`src/rtl/instr_decode_stage.sv`:
```
// Buffered instruction decode stage: full RV decode of each fetched word into a
// DEPTH-entry FIFO of decoded bundles, with registered in_ready and sync flush.
`timescale 1ns/1ps
module instr_decode_stage #(
    parameter int XLEN    = 32,
    parameter int DEPTH   = 2,
    parameter int SHAMT_W = (XLEN == 64) ? 6 : 5
) (
    input  logic               clk,
    input  logic               rst_n,
    input  logic               in_valid,
    output logic               in_ready,
    input  logic [31:0]        in_instr,
    input  logic [XLEN-1:0]    in_pc,
    input  logic               flush,
    output logic               out_valid,
    input  logic               out_ready,
    output logic [XLEN-1:0]    out_pc,
    output logic [6:0]         out_opcode,
    output logic [4:0]         out_rd,
    output logic [4:0]         out_rs1,
    output logic [4:0]         out_rs2,
    output logic [2:0]         out_funct3,
    output logic [6:0]         out_funct7,
    output logic [SHAMT_W-1:0] out_shamt,
    output logic [XLEN-1:0]    out_imm,
    output logic               out_illegal
);

    localparam int PTR_W = $clog2(DEPTH);
    localparam int CNT_W = PTR_W + 1;
    localparam int UP_W  = 12 - SHAMT_W;
    localparam logic [CNT_W-1:0] DEPTH_C = CNT_W'(DEPTH);
    // upper shift-immediate bits for an arithmetic right shift (instr[30] set)
    localparam logic [UP_W-1:0]  SRA_UP  = UP_W'(1) << (UP_W - 2);

    localparam logic [6:0] OPC_LUI    = 7'b0110111;
    localparam logic [6:0] OPC_AUIPC  = 7'b0010111;
    localparam logic [6:0] OPC_JAL    = 7'b1101111;
    localparam logic [6:0] OPC_JALR   = 7'b1100111;
    localparam logic [6:0] OPC_BRANCH = 7'b1100011;
    localparam logic [6:0] OPC_LOAD   = 7'b0000011;
    localparam logic [6:0] OPC_STORE  = 7'b0100011;
    localparam logic [6:0] OPC_OP     = 7'b0110011;
    localparam logic [6:0] OPC_OPIMM  = 7'b0010011;

    typedef struct packed {
        logic [XLEN-1:0]    pc;
        logic [6:0]         opcode;
        logic [4:0]         rd;
        logic [4:0]         rs1;
        logic [4:0]         rs2;
        logic [2:0]         funct3;
        logic [6:0]         funct7;
        logic [SHAMT_W-1:0] shamt;
        logic [XLEN-1:0]    imm;
        logic               illegal;
    } bundle_t;

    logic [6:0]         opc;
    logic [2:0]         f3;
    logic [6:0]         f7;
    logic [UP_W-1:0]    sh_up;
    logic [XLEN-1:0]    imm_i, imm_s, imm_b, imm_u, imm_j;
    logic [4:0]         d_rd, d_rs1, d_rs2;
    logic [2:0]         d_f3;
    logic [6:0]         d_f7;
    logic [SHAMT_W-1:0] d_sh;
    logic [XLEN-1:0]    d_imm;
    logic               legal;
    bundle_t            d_bundle;

    assign opc   = in_instr[6:0];
    assign f3    = in_instr[14:12];
    assign f7    = in_instr[31:25];
    assign sh_up = in_instr[31:20+SHAMT_W];

    assign imm_i = XLEN'($signed(in_instr[31:20]));
    assign imm_s = XLEN'($signed({in_instr[31:25], in_instr[11:7]}));
    assign imm_b = XLEN'($signed({in_instr[31], in_instr[7], in_instr[30:25],
                                  in_instr[11:8], 1'b0}));
    assign imm_u = XLEN'($signed({in_instr[31:12], 12'b0}));
    assign imm_j = XLEN'($signed({in_instr[31], in_instr[19:12], in_instr[20],
                                  in_instr[30:21], 1'b0}));

    always_comb begin
        d_rd  = '0;
        d_rs1 = '0;
        d_rs2 = '0;
        d_f3  = '0;
        d_f7  = '0;
        d_sh  = '0;
        d_imm = '0;
        legal = 1'b0;
        // every legal opcode ends in 2'b11, so the default arm also covers that check
        case (opc)
            OPC_LUI, OPC_AUIPC: begin
                legal = 1'b1;
                d_rd  = in_instr[11:7];
                d_imm = imm_u;
            end
            OPC_JAL: begin
                legal = 1'b1;
                d_rd  = in_instr[11:7];
                d_imm = imm_j;
            end
            OPC_JALR: begin
                legal = (f3 == 3'b000);
                d_rd  = in_instr[11:7];
                d_rs1 = in_instr[19:15];
                d_f3  = f3;
                d_imm = imm_i;
            end
            OPC_BRANCH: begin
                legal = (f3 != 3'b010) && (f3 != 3'b011);
                d_rs1 = in_instr[19:15];
                d_rs2 = in_instr[24:20];
                d_f3  = f3;
                d_imm = imm_b;
            end
            OPC_LOAD: begin
                legal = (XLEN == 64) ? (f3 != 3'b111)
                                     : (f3 inside {3'b000, 3'b001, 3'b010, 3'b100, 3'b101});
                d_rd  = in_instr[11:7];
                d_rs1 = in_instr[19:15];
                d_f3  = f3;
                d_imm = imm_i;
            end
            OPC_STORE: begin
                legal = (XLEN == 64) ? (f3 <= 3'b011) : (f3 <= 3'b010);
                d_rs1 = in_instr[19:15];
                d_rs2 = in_instr[24:20];
                d_f3  = f3;
                d_imm = imm_s;
            end
            OPC_OP: begin
                legal = (f7 == 7'b0000000) ||
                        ((f7 == 7'b0100000) && ((f3 == 3'b000) || (f3 == 3'b101)));
                d_rd  = in_instr[11:7];
                d_rs1 = in_instr[19:15];
                d_rs2 = in_instr[24:20];
                d_f3  = f3;
                d_f7  = f7;
            end
            OPC_OPIMM: begin
                d_rd  = in_instr[11:7];
                d_rs1 = in_instr[19:15];
                if ((f3 == 3'b001) || (f3 == 3'b101)) begin
                    legal = (sh_up == '0) || ((sh_up == SRA_UP) && (f3 == 3'b101));
                    d_sh  = in_instr[20+SHAMT_W-1:20];
                    d_f7  = f7;
                end else begin
                    legal = 1'b1;
                    d_f3  = f3;
                    d_imm = imm_i;
                end
            end
            default: legal = 1'b0;
        endcase
        if (!legal) begin
            d_rd  = '0;
            d_rs1 = '0;
            d_rs2 = '0;
            d_f3  = '0;
            d_f7  = '0;
            d_sh  = '0;
            d_imm = '0;
        end
    end

    always_comb begin
        d_bundle         = '0;
        d_bundle.pc      = in_pc;
        d_bundle.opcode  = opc;
        d_bundle.rd      = d_rd;
        d_bundle.rs1     = d_rs1;
        d_bundle.rs2     = d_rs2;
        d_bundle.funct3  = d_f3;
        d_bundle.funct7  = d_f7;
        d_bundle.shamt   = d_sh;
        d_bundle.imm     = d_imm;
        d_bundle.illegal = ~legal;
    end

    bundle_t          mem [DEPTH];
    bundle_t          head;
    logic [PTR_W-1:0] rd_ptr, wr_ptr;
    logic [CNT_W-1:0] count, count_next;
    logic             push, pop;

    assign push = in_valid && in_ready && !flush;
    assign pop  = out_valid && out_ready && !flush;

    always_comb begin
        count_next = count;
        if (flush)
            count_next = '0;
        else if (push && !pop)
            count_next = count + CNT_W'(1);
        else if (pop && !push)
            count_next = count - CNT_W'(1);
    end

    always_ff @(posedge clk or negedge rst_n) begin
        if (!rst_n) begin
            rd_ptr   <= '0;
            wr_ptr   <= '0;
            count    <= '0;
            in_ready <= 1'b0;
        end else begin
            count    <= count_next;
            in_ready <= (count_next < DEPTH_C);
            if (flush) begin
                rd_ptr <= '0;
                wr_ptr <= '0;
            end else begin
                if (push) wr_ptr <= wr_ptr + PTR_W'(1);
                if (pop)  rd_ptr <= rd_ptr + PTR_W'(1);
            end
        end
    end

    // storage needs no reset: outputs are masked whenever the FIFO is empty
    always_ff @(posedge clk) begin
        if (push) mem[wr_ptr] <= d_bundle;
    end

    assign out_valid = (count != '0);
    assign head      = out_valid ? mem[rd_ptr] : '0;

    assign out_pc      = head.pc;
    assign out_opcode  = head.opcode;
    assign out_rd      = head.rd;
    assign out_rs1     = head.rs1;
    assign out_rs2     = head.rs2;
    assign out_funct3  = head.funct3;
    assign out_funct7  = head.funct7;
    assign out_shamt   = head.shamt;
    assign out_imm     = head.imm;
    assign out_illegal = head.illegal;

endmodule

```
`config.mk`:
```
export PLATFORM = sky130hd
export DESIGN_NAME = instr_decode_stage
export DESIGN_NICKNAME = d
export VERILOG_FILES = /design/src/rtl/instr_decode_stage.sv
export SDC_FILE = /design/constraint.sdc
export NUM_CORES = 1
export LEC_CHECK = 0
export CAP_MARGIN = 5
export CORE_MARGIN = 4
export CORE_UTILIZATION = 45
export CTS_CLUSTER_SIZE = 30
export DETAILED_ROUTE_END_ITERATION = 8
export GPL_ROUTABILITY_DRIVEN = 0
export HOLD_SLACK_MARGIN = 0.08
export PLACE_DENSITY = 0.72
export SYNTH_ARGS = -nofsm -noshare
export SYNTH_HDL_FRONTEND = slang
export SYNTH_SLANG_ARGS = --single-unit
```
`constraint.sdc`:
```
create_clock -name clk -period 11.9 [get_ports clk]
set_input_delay 1.19 -clock clk [delete_from_list [all_inputs] [get_ports clk]]
set_output_delay 1.19 -clock clk [all_outputs]
set_load 0.03 [all_outputs]
```
# Word-level counts from Yosys, hierarchy flattened
# Memory sizes are Yosys's and may differ from the RTL's.
# Index checks and enable logic that the tools add are counted.
[op_classes] muxes=30 order_cmp=2 bitwise_logic=1 reduce_logical=29 add_sub_neg=4 n_eq_ne=16
[ops] cell="32-bit case mux with 6 select lines" n=1
[ops] cell="102-bit 2-to-1 mux" n=1
[ops] cell="32-bit 2-to-1 mux" n=2
[ops] cell="5-bit 2-to-1 mux" n=9
[ops] cell="7-bit by 6-bit equality test with 1-bit output (second input constant)" n=4
[ops] cell="7-bit equality test (second input constant)" n=3
[ops] cell="7-bit by 5-bit equality test with 1-bit output (second input constant)" n=2
[ops] cell="7-bit 2-to-1 mux" n=2
[ops] cell="7-bit case mux with 2 select lines" n=1
[ops] cell="1-bit logical AND" n=9
[ops] cell="7-bit by 2-bit equality test with 1-bit output (second input constant)" n=1
[ops] cell="7-bit zero test" n=1
[ops] cell="1-bit 2-to-1 mux" n=7
[ops] cell="1-bit case mux with 7 select lines" n=1
[ops] cell="7-bit OR reduction" n=1
[ops] cell="3-bit equality test (second input constant)" n=2
[ops] cell="2-bit 2-to-1 mux" n=3
[ops] cell="3-bit 2-to-1 mux" n=2
[ops] cell="3-bit by 2-bit != test with 1-bit output (second input constant)" n=2
[ops] cell="3-bit case mux with 2 select lines" n=1
[ops] cell="2-bit nonzero test" n=3
[ops] cell="3-bit OR reduction" n=2
[ops] cell="6-bit OR reduction" n=1
[ops] cell="5-bit nonzero test" n=1
[ops] cell="other kinds (13)" n=20
[totals] word_cells=87 mem_bits_rw=204 register_bits=5 memories=1 output_inout_bits=104 inputBits=69
[mem_list] memory="mem" depth=2 width=102 rd=1 rd_clocked_by_memory_dff=0 write_ports=1 line_no="185" source="bundle_t mem [DEPTH];"

# Longest topological paths before layout
# Gate-level depths: netlist (run 1).
[logic_depth] ltp_word=8 ltp_mapped=9 depth_no_buf=7

# Worst setup path before layout (run 1)
# Ideal clock, no wire load.
[synth_path] path_type="input port to flip-flop" from="in in_valid" to="mem mem[1][0] (netlist name) (enable)" arrival_time_ns=8.816 path_buffers=0 t_required_ns=11.191 setup_time_ns=0.709 setup_slack_ns=2.375 path_stages=2 cell_sequence="nand2_1 -> nor3b_1"
[synth_via] elab_chain_len=4
[synth_rtl] element="from (decl)" line_no="11" source="input logic in_valid,"
[synth_rtl] element="1-bit logical AND (2 in a row)" line_no="191" source="assign push = in_valid && in_ready && !flush;"
[synth_rtl] element="1-bit 2-to-1 mux" line_no="225" source="if (push) mem[wr_ptr] <= d_bundle;"
[synth_rtl] element="1-bit 2-to-1 mux (implied by the code)" line_no="225"
[synth_rtl] element="to (decl)" line_no="185"
# Every way passes these cells.

# Worst setup path in the final report (run 1)
[layout_path] from="reg rd_ptr" to="out out_funct3[2]"
[layout_via] elab_chain_len=2
[layout_rtl] element="from (decl)" line_no="187" source="logic [PTR_W-1:0] rd_ptr, wr_ptr;"
[layout_rtl] element="from (signal assigned)" line_no="218" source="if (pop) rd_ptr <= rd_ptr + PTR_W'(1);"
[layout_rtl] element="memory read 2 x 102 bit"
[layout_rtl] element="102-bit 2-to-1 mux" line_no="229" source="assign head = out_valid ? mem[rd_ptr] : '0;"
[layout_rtl] element="to (decl)" line_no="23" source="output logic [2:0] out_funct3,"
# Every way passes these cells.

==> results.py, run 1 <==
metrics = {
    "status": {
        "outcome": "finished clean",
    },
    "placement": {
        "dpl_cell_area_um2": 10900,
        "dp_hpwl_um": 13300,
        "dp_slack_ns": 7.67,
        "io_buffer_count": 172,
    },
    "cells_and_area": {
        "nets": 894,
        "final_common_cell": "edfxtp_1",
        "drive_gt1_share_pct": 5.83,
        "design_area_um2": 11600,
        "fill_cells": 1568,
        "area_growth_pct": 28.8,
        "final_cell_mix": "204 x edfxtp_1, 172 x clkdlybuf4s50_1, 137 x nor2_1",
        "diodes": 0,
    },
    "detailed_routing": {
        "viasPerCell": 5.23,
        "drt_iter0_drc": 398,
        "wl_per_cell_um": 18.3,
        "vias": 5783,
        "drc": 0,
        "final_antenna_net_count": 0,
        "drt_wl_total_um": 20300,
        "dr.pass1.iters": 5,
    },
    "clock_network": {
        "clockRootBuffer": "clkbuf_16",
        "path_clk_slew_ns": 0.06,
        "cts_sinks": 209,
        "numCtsBuffers": 23,
        "cts_tree": "yes",
        "hold_buffers": 0,
        "cts_setup_buffers": 0,
        "htreeDepth": 1,
        "clk_latency_ns": 0.49,
        "cts.repair.resized": 0,
        "clockBufferDepth": 3,
    },
    "synthesis": {
        "synth_xor_area_share_pct": 0.487,
        "yosysTopAreaCell": "edfxtp_1",
        "ys_warn_count": 0,
        "synth.area.mux_share_pct": 11.5,
        "synthAdderAreaFrac_pct": 0.139,
        "synth-edff-count": 204,
        "synth_area_leaders": "edfxtp_1 68%, mux2i_1 11%, nor2_1 5.7%",
        "yosysSeqAreaShare_pct": 69.5,
        "ys_ff_latch": 209,
        "synth_top_area_share_pct": 68.1,
        "synth_top_family_by_area": "simple AND/OR/NAND/NOR gates",
        "async_reset_ff_share_pct": 2.39,
        "synth_simple_gate_area_share_pct": 11.6,
        "ys_dominant_reg_cell": "edfxtp_1",
        "syn_avg_cell_area_um2": 13.7,
        "synth_cell_types": 48,
        "synth_compound_area_share_pct": 3.66,
        "syn-instance-count": 655,
        "syn_area_um2": 8990,
    },
    "grt": {
        "antenna_found_initial": 1,
        "grt_pass1_wl_um": 31500,
        "grt_max_degree": 105,
        "grt_pass1_vias": 6037,
        "grt_overflow_total": 0,
        "grt_usage_pct": 17.8,
    },
    "worst_setup_path": {
        "critical_path.slowest_cell": "buf_4",
        "critPathLaunchType": "register",
        "arrival_ns": 3.55,
        "required_ns": 10.71,
        "cp_max_fo": 63,
        "path_cells": "buf_4 > mux2i_1 > nor2_1 > clkdlybuf4s50_1",
        "cp-end-kind": "output pin",
        "worstSetupPathType": "register to output pin",
        "slowest_delay_ns": 0.94,
    },
    "timing": {
        "skew_ns": 0.00631,
        "fin_crit_sh_pct": 39.8,
        "period_needed_ns": 4.74,
        "rsz0062_at_grt": "no",
        "slew_headroom_pct": 21.6,
        "drv_slew": 0,
        "fmax_mhz": 211,
        "timing.setup.tns_ns": 0,
        "worst_slew_pin_slew_ns": 1.18,
        "setup_slack_ns": 7.16,
        "hold_viol_final": 0,
        "setup_viol": 0,
    },
    "power": {
        "p_sw_uw": 915,
        "power.share.clock_pct": 24.7,
        "p_leak_uw": 0.00367,
        "pwr_density_cell_nw_per_um2": 219,
        "comb_power_share_pct": 39.3,
        "ir_drop_uv": 130,
        "seqPwrFrac_pct": 36.0,
        "switching_share_pct": 36.0,
        "total_power_uw": 2540,
        "p_int_uw": 1630,
    },
    "die": {
        "fp.dieW_um": 149,
        "die-area_um2": 22300,
        "initial_utilization_pct": 46.0,
        "rows": 51,
        "core_area_um2": 19500,
        "io_pins": 173,
        "fp.dieH_um": 149,
    },
    "worst_hold_path": {
        "hp-class": "register to register",
    },
    "flow_run": {
        "drv_cap": 0,
    },
}
[worst max-delay path, delay by kind of cell (launching register included)]
family,cells,cell delay [ns]
AND/OR/NAND/NOR,1,0.27
buffers and inverters,2,1.68
flip-flops,1,0.90
multiplexers,1,0.18
[layer usage]
| layer | GRT usage [%] | vias to the layer above | part of all wire, % |
|---|---|---|---|
| met2 | 29.7 | 246 | 47 |
| met3 | 4.01 | 37 | 8.2 |
| met5 | 0 | - | 0.064 |
| li1 | - | 2710 | - |
| met4 | 5.31 | 2 | 2.3 |
| met1 | 23.3 | 2788 | 43 |
[flip-flops by register name, summed over array words and instances (netlist names)]
| signal | cells |
|---|---|
| mem | 204 |
| count | 2 |
| in_ready | 1 |
| rd_ptr | 1 |
| wr_ptr | 1 |
[area by class of cell]
class                   instances  area [µm²]  area share (%)
repair buffers                178        1770            15.3
flip-flops and latches        209        6250            54.0
well taps                     265         332            2.86
clock buffers                  27         591            5.10
multi-input cells             406        2530            21.8
inverters                       6        22.5           0.194
clock inverters                14        85.1           0.735
[cells by family (layout without fill, tap and decap cells)]
| logic type | Yosys count | count (layout) |
|---|---|---|
| compound gates | 52 | 52 |
| xor+xnor | 5 | 5 |
| fa+ha+maj | 1 | 1 |
| buf+inv | 51 | 225 |
| flops | 209 | 209 |
| mux | 103 | 103 |
| other cells | 1 | 12 |
| simple gates | 233 | 233 |
[worst paths after layout]
check                      cells past startpoint     start             to  slack, ns
max                                            4    rd_ptr  out_funct3[2]       7.16
min                                            2    wr_ptr         wr_ptr       0.59
max reg2reg                                    7  count[1]       in_ready       9.50
min reg2reg                                    2    wr_ptr         wr_ptr       0.59
max in group asynchronous                      1     rst_n         rd_ptr      10.75
min in group asynchronous                      1     rst_n       count[1]       0.92
[power by group through the flow]
stage                     clock [µW]  combinational, µW  sequential, µW
after floorplan                    0                627             918
after global placement             0               1000             927
after detailed placement           0               1010             930
after CTS                        646               1010             915
after global routing             682               1060             921
final                            628                999             913
[metrics by stage]
step	hold WS [ns]	utilization [%]	std cells
final	0.587	59.3	1105
after global routing	0.640	59.3	1105
after CTS	0.590	59.3	1105
after detailed placement	0.575	55.9	1064
after global placement	0.557	55.9	1064
after floorplan	0.519	-	666
[cell usage after synthesis, types with 2 or more instances]
| cell | n |
|---|---|
| edfxtp_1 | 204 |
| xor2_1 | 2 |
| dfrtp_1 | 5 |
| o32ai_1 | 3 |
| nand2b_1 | 3 |
| nor3b_1 | 9 |
| buf_4 | 3 |
| a21oi_1 | 25 |
| nand3b_1 | 2 |
| buf_1 | 6 |
| clkbuf_1 | 15 |
| and2_1 | 2 |
| buf_6 | 7 |
| o21ai_0 | 5 |
| buf_2 | 14 |
| and3b_1 | 3 |
| nor2b_1 | 2 |
| a21oi_2 | 2 |
| o21a_1 | 2 |
| nor3_1 | 10 |
| xnor2_1 | 3 |
| mux2i_1 | 103 |
| inv_1 | 6 |
| nor2_1 | 137 |
| nand2_1 | 40 |
| a22oi_1 | 6 |
| nand3_1 | 15 |
No activity file was read; power rests on OpenSTA's default activity.
==> run 2, diff against run 1 <==
==> constraint.sdc (replaced) <==
create_clock -name clk -period 4.45 [get_ports clk]
set_input_delay 0.445 -clock clk [delete_from_list [all_inputs] [get_ports clk]]
set_output_delay 0.445 -clock clk [all_outputs]
set_load 0.03 [all_outputs]
==> results.py, run 2 (synthesized netlist as in run 1, its figures left out) <==
metrics = {
    "status": {
        "outcome": "finished clean",
    },
    "timing": {
        "hold_viol_final": 0,
        "fin_crit_sh_pct": 76.7,
        "fmax_mhz": 293,
        "timing.setup.tns_ns": 0,
        "worst_slew_pin_slew_ns": 1.15,
        "rsz0062_at_grt": "no",
        "period_needed_ns": 3.41,
        "slew_headroom_pct": 23.4,
        "drv_slew": 0,
        "setup_viol": 0,
        "skew_ns": 0.0107,
    },
    "worst_setup_path": {
        "path_cells": "buf_4 > mux2i_1 > nor2_1 > clkdlybuf4s50_1",
        "cp_max_fo": 45,
        "cp-end-kind": "output pin",
        "arrival_ns": 2.97,
        "crit_start": "rd_ptr",
        "r2r_cells": 7,
        "slowest_delay_ns": 0.97,
        "ff2ff_setup_slack_ns": 2.05,
        "critPathLaunchType": "register",
        "reg2reg_from": "count[0]",
        "required_ns": 4.01,
        "worstSetupPathType": "register to output pin",
        "critical_path.slowest_cell": "dfrtp_4",
        "endpoint": "out_shamt[3]",
        "regToRegEndpoint": "in_ready",
    },
    "die": {
        "core_area_um2": 19500,
        "fp.dieW_um": 149,
        "die-area_um2": 22300,
        "rows": 51,
        "fp.dieH_um": 149,
        "initial_utilization_pct": 46.0,
        "io_pins": 173,
    },
    "cells_and_area": {
        "final_cell_mix": "204 x edfxtp_1, 172 x clkdlybuf4s50_1, 137 x nor2_1",
        "regMostFlops": "mem",
        "regArea_um2": 6250,
        "fin_cells": 1106,
        "largest_reg_flops": 204,
        "reg.largest.list": "mem (204), count (2)",
        "post-route-util_pct": 59.9,
        "fill_cells": 1533,
        "drive_gt1_share_pct": 6.18,
        "nets": 897,
        "diodes": 0,
        "multiInputGateArea_um2": 2540,
        "area_growth_pct": 30.2,
        "final_common_cell": "edfxtp_1",
    },
    "grt": {
        "grt_usage_pct": 18.2,
        "grt_pass1_wl_um": 32100,
        "antenna_found_initial": 0,
        "grt_overflow_total": 0,
        "grt_max_degree": 105,
        "grt_pass1_vias": 6020,
    },
    "placement": {
        "place_inst": 1067,
        "dp_hpwl_um": 13400,
        "io_buffer_count": 172,
    },
    "detailed_routing": {
        "wl_per_cell_um": 18.5,
        "viasPerCell": 5.21,
        "vias": 5767,
        "drc": 0,
        "final_antenna_net_count": 0,
        "drt_wl_total_um": 20500,
        "drt_iter0_drc": 544,
        "dr.pass1.iters": 6,
    },
    "clock_network": {
        "clockRootBuffer": "clkbuf_16",
        "cts.repair.resized": 0,
        "cts_setup_buffers": 0,
        "path_clk_slew_ns": 0.06,
        "clockBufferDepth": 3,
        "numCtsBuffers": 23,
        "cts_sinks": 209,
        "clk_latency_ns": 0.49,
        "cts_tree": "yes",
        "htreeDepth": 1,
        "hold_buffers": 0,
    },
    "power": {
        "switching_share_pct": 34.8,
        "power.share.clock_pct": 26.7,
        "ir_drop_uv": 352,
        "pwr_density_cell_nw_per_um2": 600,
        "seqPwrFrac_pct": 34.9,
        "comb_power_share_pct": 38.4,
        "p_leak_uw": 0.00373,
        "p_int_uw": 4580,
        "total_power_uw": 7020,
        "p_sw_uw": 2450,
    },
    "worst_hold_path": {
        "hp-class": "input pin to asynchronous set/reset pin",
    },
    "flow_run": {
        "drv_cap": 0,
    },
}
run 2: area by class of cell:
cell class                      count  share of cell area (%)
Clock buffer                       28                    5.08
Clock inverter                     11                    1.32
Inverter                            6                   0.192
Multi-Input combinational cell    406                    21.7
Sequential cell                   209                    53.5
Tap cell                          265                    2.83
Timing Repair Buffer              181                    15.4
run 2: through the flow:
| stage | hold slack, ns | setup slack [ns] | instance area [µm²] |
|---|---|---|---|
| 6_report | 0.182 | 1.04 | 11700 |
| 5_1_grt | 0.184 | 0.866 | 11700 |
| 4_1_cts | 0.165 | 0.958 | 11700 |
| 3_5_place_dp | 0.617 | 1.34 | 11000 |
| 3_3_place_gp | 0.602 | 1.41 | 11000 |
| 2_1_floorplan | 0.149 | 0.554 | 9050 |
run 2: power by group through the flow:
stage	clock network [µW]	registers, µW	logic [µW]
floorplan	0	2430	1680
global placement	0	2490	2700
detailed placement	0	2500	2720
CTS	1920	2460	2730
global route	2000	2470	2870
finish	1880	2450	2690
run 2: worst min path at each step:
stage / to / cells after the start / slack (ns)
after detailed placement: wr_ptr / 2 / 0.62
final: in_ready / 1 / 0.18
after floorplan: count[0] / 0 / 0.15
after global routing: rd_ptr / 1 / 0.18
after CTS: in_ready / 1 / 0.17
after global placement: wr_ptr / 2 / 0.60
run 2: critical path, delay by kind of cell (launching register included):
kind	cells	cell delay, ns
buffers and inverters	2	1.10
DFF	1	0.97
muxes	1	0.32
and+or+nand+nor	1	0.07
run 2: metal layers:
| metal | GRT usage [%] | vias up | part of all wire (%) |
|---|---|---|---|
| li1 | - | 2713 | - |
| met1 | 24.9 | 2742 | 42 |
| met2 | 28.9 | 274 | 46 |
| met3 | 4.22 | 38 | 9.6 |
| met4 | 5.81 | 0 | 2.2 |
| met5 | 0 | - | 0 |
